`config.mk`:
```
export PLATFORM = sky130hd
export DESIGN_NAME = alu_req_arbiter
export DESIGN_NICKNAME = d
export VERILOG_FILES = /design/src/rtl/alu_req_arbiter.sv
export SDC_FILE = /design/constraint.sdc
export NUM_CORES = 1
export LEC_CHECK = 0
export BUFFER_PORTS_ARGS = -buffer_cell sky130_fd_sc_hd__buf_2
export CAP_MARGIN = 30
export CORE_UTILIZATION = 30
export CTS_CLUSTER_SIZE = 14
export DETAILED_ROUTE_END_ITERATION = 6
export GPL_ROUTABILITY_DRIVEN = 0
export PLACE_DENSITY = 0.59
export SLEW_MARGIN = 5
export SYNTH_ARGS = -nofsm -noshare
export SYNTH_HDL_FRONTEND = slang
export SYNTH_SLANG_ARGS = --single-unit
```
`constraint.sdc`:
```
create_clock -name CLK -period 3.5 [get_ports CLK]
set_input_delay 0.525 -clock CLK [delete_from_list [all_inputs] [get_ports CLK]]
set_output_delay 0.525 -clock CLK [all_outputs]
set_load 0.02 [all_outputs]
```
`src/rtl/alu_req_arbiter.sv`:
```
// Shares one ALU between two requesters with round-robin grant and one outstanding op.
// Latency: 3 cycles best case from accept to rsp_valid (accept, alu_en, result sample).
// Backpressure: rsp_valid holds with stable id/data/err until rsp_ready; no accepts until IDLE.
//
// Ports:
//   CLK, RST                 clock (rising edge), synchronous active-low reset
//   reqN_valid/ready/a/b/fun command channel of requester N (N = 0, 1)
//   alu_a/b/fun, alu_en      registered operands, function code and one-cycle strobe to ALU
//   alu_out, alu_out_valid   ALU result return
//   rsp_valid/ready          response handshake; rsp_id/data/err carry the result
//   busy                     operation in progress (state != IDLE)
module alu_req_arbiter #(
  parameter int WIDTH   = 16,
  parameter int TIMEOUT = 15
) (
  input  logic               CLK,
  input  logic               RST,
  input  logic               req0_valid,
  output logic               req0_ready,
  input  logic [WIDTH-1:0]   req0_a,
  input  logic [WIDTH-1:0]   req0_b,
  input  logic [3:0]         req0_fun,
  input  logic               req1_valid,
  output logic               req1_ready,
  input  logic [WIDTH-1:0]   req1_a,
  input  logic [WIDTH-1:0]   req1_b,
  input  logic [3:0]         req1_fun,
  output logic [WIDTH-1:0]   alu_a,
  output logic [WIDTH-1:0]   alu_b,
  output logic [3:0]         alu_fun,
  output logic               alu_en,
  input  logic [2*WIDTH-1:0] alu_out,
  input  logic               alu_out_valid,
  output logic               rsp_valid,
  input  logic               rsp_ready,
  output logic               rsp_id,
  output logic [2*WIDTH-1:0] rsp_data,
  output logic               rsp_err,
  output logic               busy
);

  localparam int TW = $clog2(TIMEOUT + 1);

  typedef enum logic [1:0] {S_IDLE, S_ISSUE, S_WAIT, S_RESP} state_t;

  state_t               state_q, state_d;
  logic                 rr_ptr_q, rr_ptr_d;
  logic                 id_q, id_d;
  logic [TW-1:0]        timer_q, timer_d;
  logic [WIDTH-1:0]     alu_a_q, alu_a_d;
  logic [WIDTH-1:0]     alu_b_q, alu_b_d;
  logic [3:0]           alu_fun_q, alu_fun_d;
  logic                 alu_en_q, alu_en_d;
  logic                 rsp_valid_q, rsp_valid_d;
  logic                 rsp_id_q, rsp_id_d;
  logic [2*WIDTH-1:0]   rsp_data_q, rsp_data_d;
  logic                 rsp_err_q, rsp_err_d;

  logic grant;   // 0 = requester 0, 1 = requester 1
  logic accept;

  // Pointer only matters under contention; a lone requester always wins.
  assign grant  = (req0_valid && req1_valid) ? rr_ptr_q : req1_valid;
  // Readies are gated by reset so nothing looks accepted while RST is low.
  assign accept = RST && (state_q == S_IDLE) && (req0_valid || req1_valid);
  assign req0_ready = accept && !grant;
  assign req1_ready = accept && grant;

  always_comb begin
    state_d     = state_q;
    rr_ptr_d    = rr_ptr_q;
    id_d        = id_q;
    timer_d     = timer_q;
    alu_a_d     = alu_a_q;
    alu_b_d     = alu_b_q;
    alu_fun_d   = alu_fun_q;
    alu_en_d    = 1'b0;
    rsp_valid_d = rsp_valid_q;
    rsp_id_d    = rsp_id_q;
    rsp_data_d  = rsp_data_q;
    rsp_err_d   = rsp_err_q;
    case (state_q)
      S_IDLE: begin
        if (accept) begin
          alu_a_d   = grant ? req1_a : req0_a;
          alu_b_d   = grant ? req1_b : req0_b;
          alu_fun_d = grant ? req1_fun : req0_fun;
          id_d      = grant;
          rr_ptr_d  = ~grant;
          alu_en_d  = 1'b1;          // strobe is high during ISSUE
          state_d   = S_ISSUE;
        end
      end
      S_ISSUE: begin
        timer_d = '0;
        state_d = S_WAIT;
      end
      S_WAIT: begin
        // A result arriving on the timeout cycle still counts as a good result.
        if (alu_out_valid) begin
          rsp_valid_d = 1'b1;
          rsp_id_d    = id_q;
          rsp_data_d  = alu_out;
          rsp_err_d   = 1'b0;
          state_d     = S_RESP;
        end else if (timer_q == TW'(TIMEOUT - 1)) begin
          rsp_valid_d = 1'b1;
          rsp_id_d    = id_q;
          rsp_data_d  = '0;
          rsp_err_d   = 1'b1;
          state_d     = S_RESP;
        end else begin
          timer_d = timer_q + 1'b1;
        end
      end
      S_RESP: begin
        if (rsp_ready) begin
          rsp_valid_d = 1'b0;        // id/data/err keep their last values
          state_d     = S_IDLE;
        end
      end
      default: state_d = S_IDLE;
    endcase
  end

  always_ff @(posedge CLK) begin
    if (!RST) begin
      state_q     <= S_IDLE;
      rr_ptr_q    <= 1'b0;
      id_q        <= 1'b0;
      timer_q     <= '0;
      alu_a_q     <= '0;
      alu_b_q     <= '0;
      alu_fun_q   <= '0;
      alu_en_q    <= 1'b0;
      rsp_valid_q <= 1'b0;
      rsp_id_q    <= 1'b0;
      rsp_data_q  <= '0;
      rsp_err_q   <= 1'b0;
    end else begin
      state_q     <= state_d;
      rr_ptr_q    <= rr_ptr_d;
      id_q        <= id_d;
      timer_q     <= timer_d;
      alu_a_q     <= alu_a_d;
      alu_b_q     <= alu_b_d;
      alu_fun_q   <= alu_fun_d;
      alu_en_q    <= alu_en_d;
      rsp_valid_q <= rsp_valid_d;
      rsp_id_q    <= rsp_id_d;
      rsp_data_q  <= rsp_data_d;
      rsp_err_q   <= rsp_err_d;
    end
  end

  assign alu_a     = alu_a_q;
  assign alu_b     = alu_b_q;
  assign alu_fun   = alu_fun_q;
  assign alu_en    = alu_en_q;
  assign rsp_valid = rsp_valid_q;
  assign rsp_id    = rsp_id_q;
  assign rsp_data  = rsp_data_q;
  assign rsp_err   = rsp_err_q;
  assign busy      = (state_q != S_IDLE);

endmodule

```
==> impl_metrics.csv, run 1 <==
group,metric,value,unit
outcome,status,"complete, no violations",
drt,drc,0,
drt,first_pass_iters,4,
pwr,p_sw,902,uW
setup_path,reg2reg_depth,7,
synth,yosys.area.top_type,"dfxtp_1",
synth,synth_enable_flop_cells,0,
grt,grt_max_degree,37,
pwr,seq_power_share,0.428,
pwr,p_sw_frac,0.349,
final_layout,layout-drive-gt1-share,0.442,
clock_tree,hold_buffers,0,
clock_tree,clk_pin_slew,0.09,ns
sta,setup_tns,0,ns
clock_tree,clockBufferDepth,2,
sta,slew_violations,0,
floorplanning,core-area,9860,sq um
floorplanning,die_h,103,microns
setup_path,cp_cell_sequence,"inv_1 > ha_1 > nand3_1 > a21oi_4 > buf_2",
pwr,power.density,603,nW/um^2
grt,grt_pass1_vias,2590,
final_layout,design_area,4280,sq um
setup_path,arrival,1.94,ns
clock_tree,ctsResizeCount,0,
clock_tree,cts_tree,"built",
setup_path,reg2reg_to,"alu_b[11]",
placement,placed_area,4070,sq um
job,max-cap-violations,0,
placement,dp.cells,597,
synth,syn_avg_cell_area,10.3,sq um
grt,grt.total_usage,0.150,
final_layout,final_util,0.434,
floorplanning,die_w,103,microns
setup_path,required,2.97,ns
drt,ant_nets,0,
final_layout,seq_area,1600,sq um
grt,grt_overflow,0,
floorplanning,initial_core_util,0.312,
synth,syn_area,3080,sq um
setup_path,cp_max_fo,21,
clock_tree,post_cts_buffers,0,
final_layout,finalNonFillerCells,613,
setup_path,worst_r2r_startpoint,"state_q[0]",
grt,antenna_found_initial,1,
pwr,p_clk_frac,0.274,
synth,synth.distinct_cells,32,
sta,relSlewSlack,0.615,
synth,synth_nets,416,
clock_tree,cts_buffers,9,
sta,tightest_slew,0.576,ns
synth,synth_top_area_share,0.521,
synth,ys_ff_latch,80,
floorplanning,die_area,10700,sq um
clock_tree,root_buffer,"clkbuf_8",
sta,worst_slack,1.03,ns
final_layout,n_fill_cell,967,
synth,synthCells,299,
sta,period_share,0.705,
pwr,leakage,2.05,nW
sta,finalHoldViolations,0,
synth,yosysMostFrequentCell,"dfxtp_1",
synth,ys.flop_type,"dfxtp_1",
final_layout,multi_input_area,1320,sq um
setup_path,slowest_delay,0.49,ns
sta,max_freq,0.405,GHz
pwr,intPower,1.68,mW
final_layout,area_delta_synth_final,39.3,%
placement,hpwl,6110,microns
sta,report.final.setup_viol,0,
drt,drt_iter0_drc,134,
synth,synthTopCellsByCount,"dfxtp_1, nand2_1, a22o_1",
pwr,ir_drop,0.255,mV
synth,ys_async_sr_fraction,0,
synth,ys_seq_area_frac,0.521,
drt,wl_per_cell,13.6,microns
setup_path,cpMaxStageDelayCell,"a21oi_4",
floorplanning,rows,36,
drt,vias,2895,
placement,post-place-ws,1.23,ns
setup_path,critPathCaptureType,"output pin",
setup_path,crit_type,"register to output pin",
pwr,comb_power_share,0.298,
final_layout,layout.nets,592,
setup_path,timing.reg2reg.setup_slack,1.48,ns
final_layout,num_antenna_cells,0,
hold_path,holdPathStages,2,
hold_path,hold_class,"primary input to register",
sta,fin_skew,0.00828,ns
clock_tree,insertion_delay,0.35,ns
synth,synth_area_leaders,"dfxtp_1, a22o_1, a22oi_1",
placement,port_buffers,184,
clock_tree,h-tree-depth,3,
sta,rsz0062_at_grt,"false",
clock_tree,cts_sinks,80,
hold_path,holdCritStartpoint,"alu_out[7]",
sta,min_period,2.47,ns
drt,routed_wl,8350,microns
synth,yosys_warnings,0,
grt,grt_pass1_wl,12200,microns
hold_path,hold_end,"rsp_data[7]",
drt,routed_via_density,4.72,
floorplanning,io_pins,185,
setup_path,start_kind,"register",
power groups by stage:
stage	registers [mW]	logic [mW]	clock network [mW]
2_1_floorplan	1.26	0.395	0
3_3_place_gp	1.12	0.765	0
3_5_place_dp	1.12	0.779	0
4_1_cts	1.10	0.780	0.737
5_1_grt	1.12	0.845	0.782
6_report	1.10	0.769	0.709
worst max-delay path, delay by kind of cell, from the launching register on:
kind | cells | cell delay [ns]
compound gates | 1 | 0.49
buf+inv | 2 | 0.38
flops | 1 | 0.34
fa+ha+maj | 1 | 0.23
simple gates | 1 | 0.14
how the worst max path moves through the flow:
stage,start,end,slack (ns),cells past startpoint
2_1_floorplan,state_q[0],req1_ready,1.71,6
3_3_place_gp,RST,req0_ready,1.26,4
3_5_place_dp,RST,req0_ready,1.23,4
4_1_cts,state_q[0],req0_ready,0.99,5
5_1_grt,state_q[0],req0_ready,0.88,5
6_report,state_q[0],req0_ready,1.03,5
layout by cell type, fill, tap and decap left out, drive strengths merged, types with 2 or more instances in the layout:
cell type,synthesis,layout
and3,2,2
a222oi,8,8
a21oi,10,10
a22oi,28,28
a22o,32,32
a21boi,24,24
dfxtp,80,80
clkinvlp,0,2
clkbuf,6,9
o21a,2,2
nor2,7,7
buf,18,189
mux2i,3,3
inv,8,12
nor2b,10,10
ha,7,7
nand2,37,37
o21ai,3,3
nand3,4,4
metrics by stage:
stage                     hold slack (ns)  total power [mW]
after detailed placement            0.459              1.90
after global placement              0.456              1.89
after global routing                0.349              2.75
after CTS                           0.354              2.62
after floorplan                     0.449              1.65
final                               0.375              2.58
kinds of logic after synthesis:
logic type / after synthesis / synth area share
AOI/OAI and AO/OA: 112 / 0.284
DFF: 80 / 0.521
and+or+nand+nor: 64 / 0.0940
buffers and inverters: 32 / 0.0590
adders and majority gates: 7 / 0.0285
muxes: 4 / 0.0134
layout make-up:
class                   instances  area share
clock buffers                   9      0.0289
clock inverters                 7      0.0199
inverters                       8     0.00701
multi-input cells             187       0.308
flip-flops and latches         80       0.374
well taps                     133      0.0389
repair buffers                189       0.224
layer usage:
layer | routed length [microns] | vias up | share of wire | GRT usage
li1 | - | 1450 | - | -
met1 | 3470 | 1352 | 0.42 | 0.172
met2 | 4320 | 79 | 0.52 | 0.263
met3 | 402 | 12 | 0.048 | 0.0376
met4 | 149 | 2 | 0.018 | 0.0693
met5 | 10 | - | 0.0012 | 0
state kept, by name (all words and copies together) (netlist names), 2 cells and up:
register  count
alu_fun       4
alu_b        16
timer_q       4
state_q       2
alu_a        16
rsp_data     32
(Power assumes the default switching activity.)
==> run 2, diff against run 1 <==
--- a/config.mk
+++ b/config.mk
@@ -11,7 +11,7 @@
 export CTS_CLUSTER_SIZE = 14
 export DETAILED_ROUTE_END_ITERATION = 6
 export GPL_ROUTABILITY_DRIVEN = 0
-export PLACE_DENSITY = 0.59
+export PLACE_DENSITY = 0.61
 export SLEW_MARGIN = 5
 export SYNTH_ARGS = -nofsm -noshare
 export SYNTH_HDL_FRONTEND = slang
==> constraint.sdc (replaced) <==
create_clock -name CLK -period 2.2 [get_ports CLK]
set_input_delay 0.33 -clock CLK [delete_from_list [all_inputs] [get_ports CLK]]
set_output_delay 0.33 -clock CLK [all_outputs]
set_load 0.02 [all_outputs]
==> run 2 against run 1 <==
  * Die area did not move
  * Critical path type unchanged
  * Critical path depth is 1 higher
  * Sequential share of layout area is 0.51 points lower
  * Sequential power increased by 60%
  * Register-to-register slack lost 1.1 ns
  * Critical endpoint unchanged
  * Core utilization increased by 0.60 points
  * Non-clock buffer count increased by 6
  * Clock power rose by 65%
  * Combinational power up 65%
==> impl_metrics.csv, run 2 (synthesis gave the netlist of run 1 again) <==
group,metric,value,unit
outcome,status,"complete, no violations",
final_layout,layout.nets,598,
grt,grt_busiest_layer,"met2",
clock_tree,cts_tree,"built",
sta,report.final.setup_viol,0,
setup_path,cp_cell_sequence,"inv_1 > ha_1 > nand3_1 > a21oi_4 > buf_4 > buf_2",
clock_tree,cts_sinks,80,
pwr,power.density,966,nW/um^2
setup_path,critPathCaptureType,"output pin",
grt,use_met1,0.186,
floorplanning,core-area,9860,sq um
grt,antenna_found_initial,0,
drt,drt_iter0_drc,154,
sta,rsz0062_at_grt,"false",
sta,setup_tns,0,ns
final_layout,num_antenna_cells,0,
final_layout,finalNonFillerCells,619,
clock_tree,clockBufferDepth,2,
final_layout,largest_register_ffs,32,
drt,drc,0,
floorplanning,die_h,103,microns
grt,grt_overflow,0,
sta,fin_skew,0.0170,ns
floorplanning,die_area,10700,sq um
placement,hpwl,6190,microns
clock_tree,root_buffer,"clkbuf_8",
floorplanning,die_w,103,microns
floorplanning,initial_core_util,0.312,
sta,period_share,0.918,
sta,relSlewSlack,0.769,
clock_tree,h-tree-depth,3,
pwr,power,4.19,mW
placement,placed_area,4110,sq um
floorplanning,io_pins,185,
job,max-cap-violations,0,
placement,port_buffers,184,
grt,gr-usage-met2,0.257,
setup_path,timing.reg2reg.setup_slack,0.42,ns
final_layout,area_delta_synth_final,41.2,%
sta,hold_slack,0.177,ns
clock_tree,cts_buffers,9,
grt,grt_pass1_vias,2611,
grt,grt_util_met3,0.0336,
sta,min_period,2.02,ns
sta,max_freq,0.495,GHz
clock_tree,insertion_delay,0.35,ns
final_layout,final_util,0.440,
setup_path,arrival,1.69,ns
sta,finalHoldViolations,0,
grt,grt_pass1_wl,12500,microns
pwr,leakage,2.09,nW
drt,first_pass_iters,5,
sta,worst_slack,0.181,ns
drt,routed_via_density,4.78,
setup_path,start_kind,"register",
placement,dp.cells,600,
drt,ant_nets,0,
drt,wl_per_cell,13.8,microns
final_layout,layout_commonest_cell,"buf_2",
clock_tree,clk_pin_slew,0.10,ns
pwr,ir_drop,0.315,mV
grt,grt.total_usage,0.152,
floorplanning,rows,36,
grt,grt_max_degree,33,
setup_path,cp_max_fo,11,
hold_path,hold_class,"primary input to register",
setup_path,slowest_delay,0.35,ns
sta,slew_violations,0,
setup_path,cpMaxStageDelayCell,"dfxtp_1",
placement,post-place-ws,0.469,ns
final_layout,design_area,4340,sq um
drt,vias,2960,
setup_path,required,1.87,ns
sta,tightest_slew,0.346,ns
final_layout,layout-drive-gt1-share,0.449,
drt,routed_wl,8540,microns
setup_path,crit_type,"register to output pin",
final_layout,mostFrequentLayoutCells,"buf_2, dfxtp_1, nand2_1",
==> run 2: repair_timing <==
item | 4_1_cts | 5_1_grt
resized for setup | 0 | 0
setup endpoints to repair | 0 | 1
hold buffers | 0 | 0
buffers inserted | 0 | 3
==> run 2: final timing paths <==
path	startpoint	end	cells after the start
worst max-delay path	state_q[0]	req0_ready	6
worst min-delay path	alu_out[13]	rsp_data[13]	2
worst max register to register	state_q[0]	alu_fun[0]	8
worst min register to register	rsp_data[10]	rsp_data[10]	1
==> run 2: power breakdown <==
| part | internal [mW] | total, mW | switching (mW) |
|---|---|---|---|
| registers | 1.65 | 1.76 | 0.107 |
| logic | 0.507 | 1.27 | 0.761 |
| clock network | 0.551 | 1.17 | 0.619 |
==> run 2: routing by layer <==
layer  up-vias  wire length [microns]
met3        12                    324
met1      1396                   3710
met2        92                   4350
met5         -                      0
met4         0                    156
li1       1460                      -
==> run 2: cell type report <==
cell class / count / area, sq um
clock buffers: 9 / 124
well taps: 133 / 166
inverters: 8 / 30.0
flip-flops and latches: 80 / 1600
clock inverters: 7 / 86.3
repair buffers: 195 / 1020
fillers: 953 / 5520
multi-input cells: 187 / 1320
==> run 2: worst max-delay path: cells and delay by family, from the launching register on <==
kind / cells / cell delay, ns
buffers and inverters: 3 / 0.48
flip-flops: 1 / 0.35
adder cells (fa/ha/maj): 1 / 0.24
AND/OR/NAND/NOR: 1 / 0.14
AO/OA/AOI/OAI: 1 / 0.14
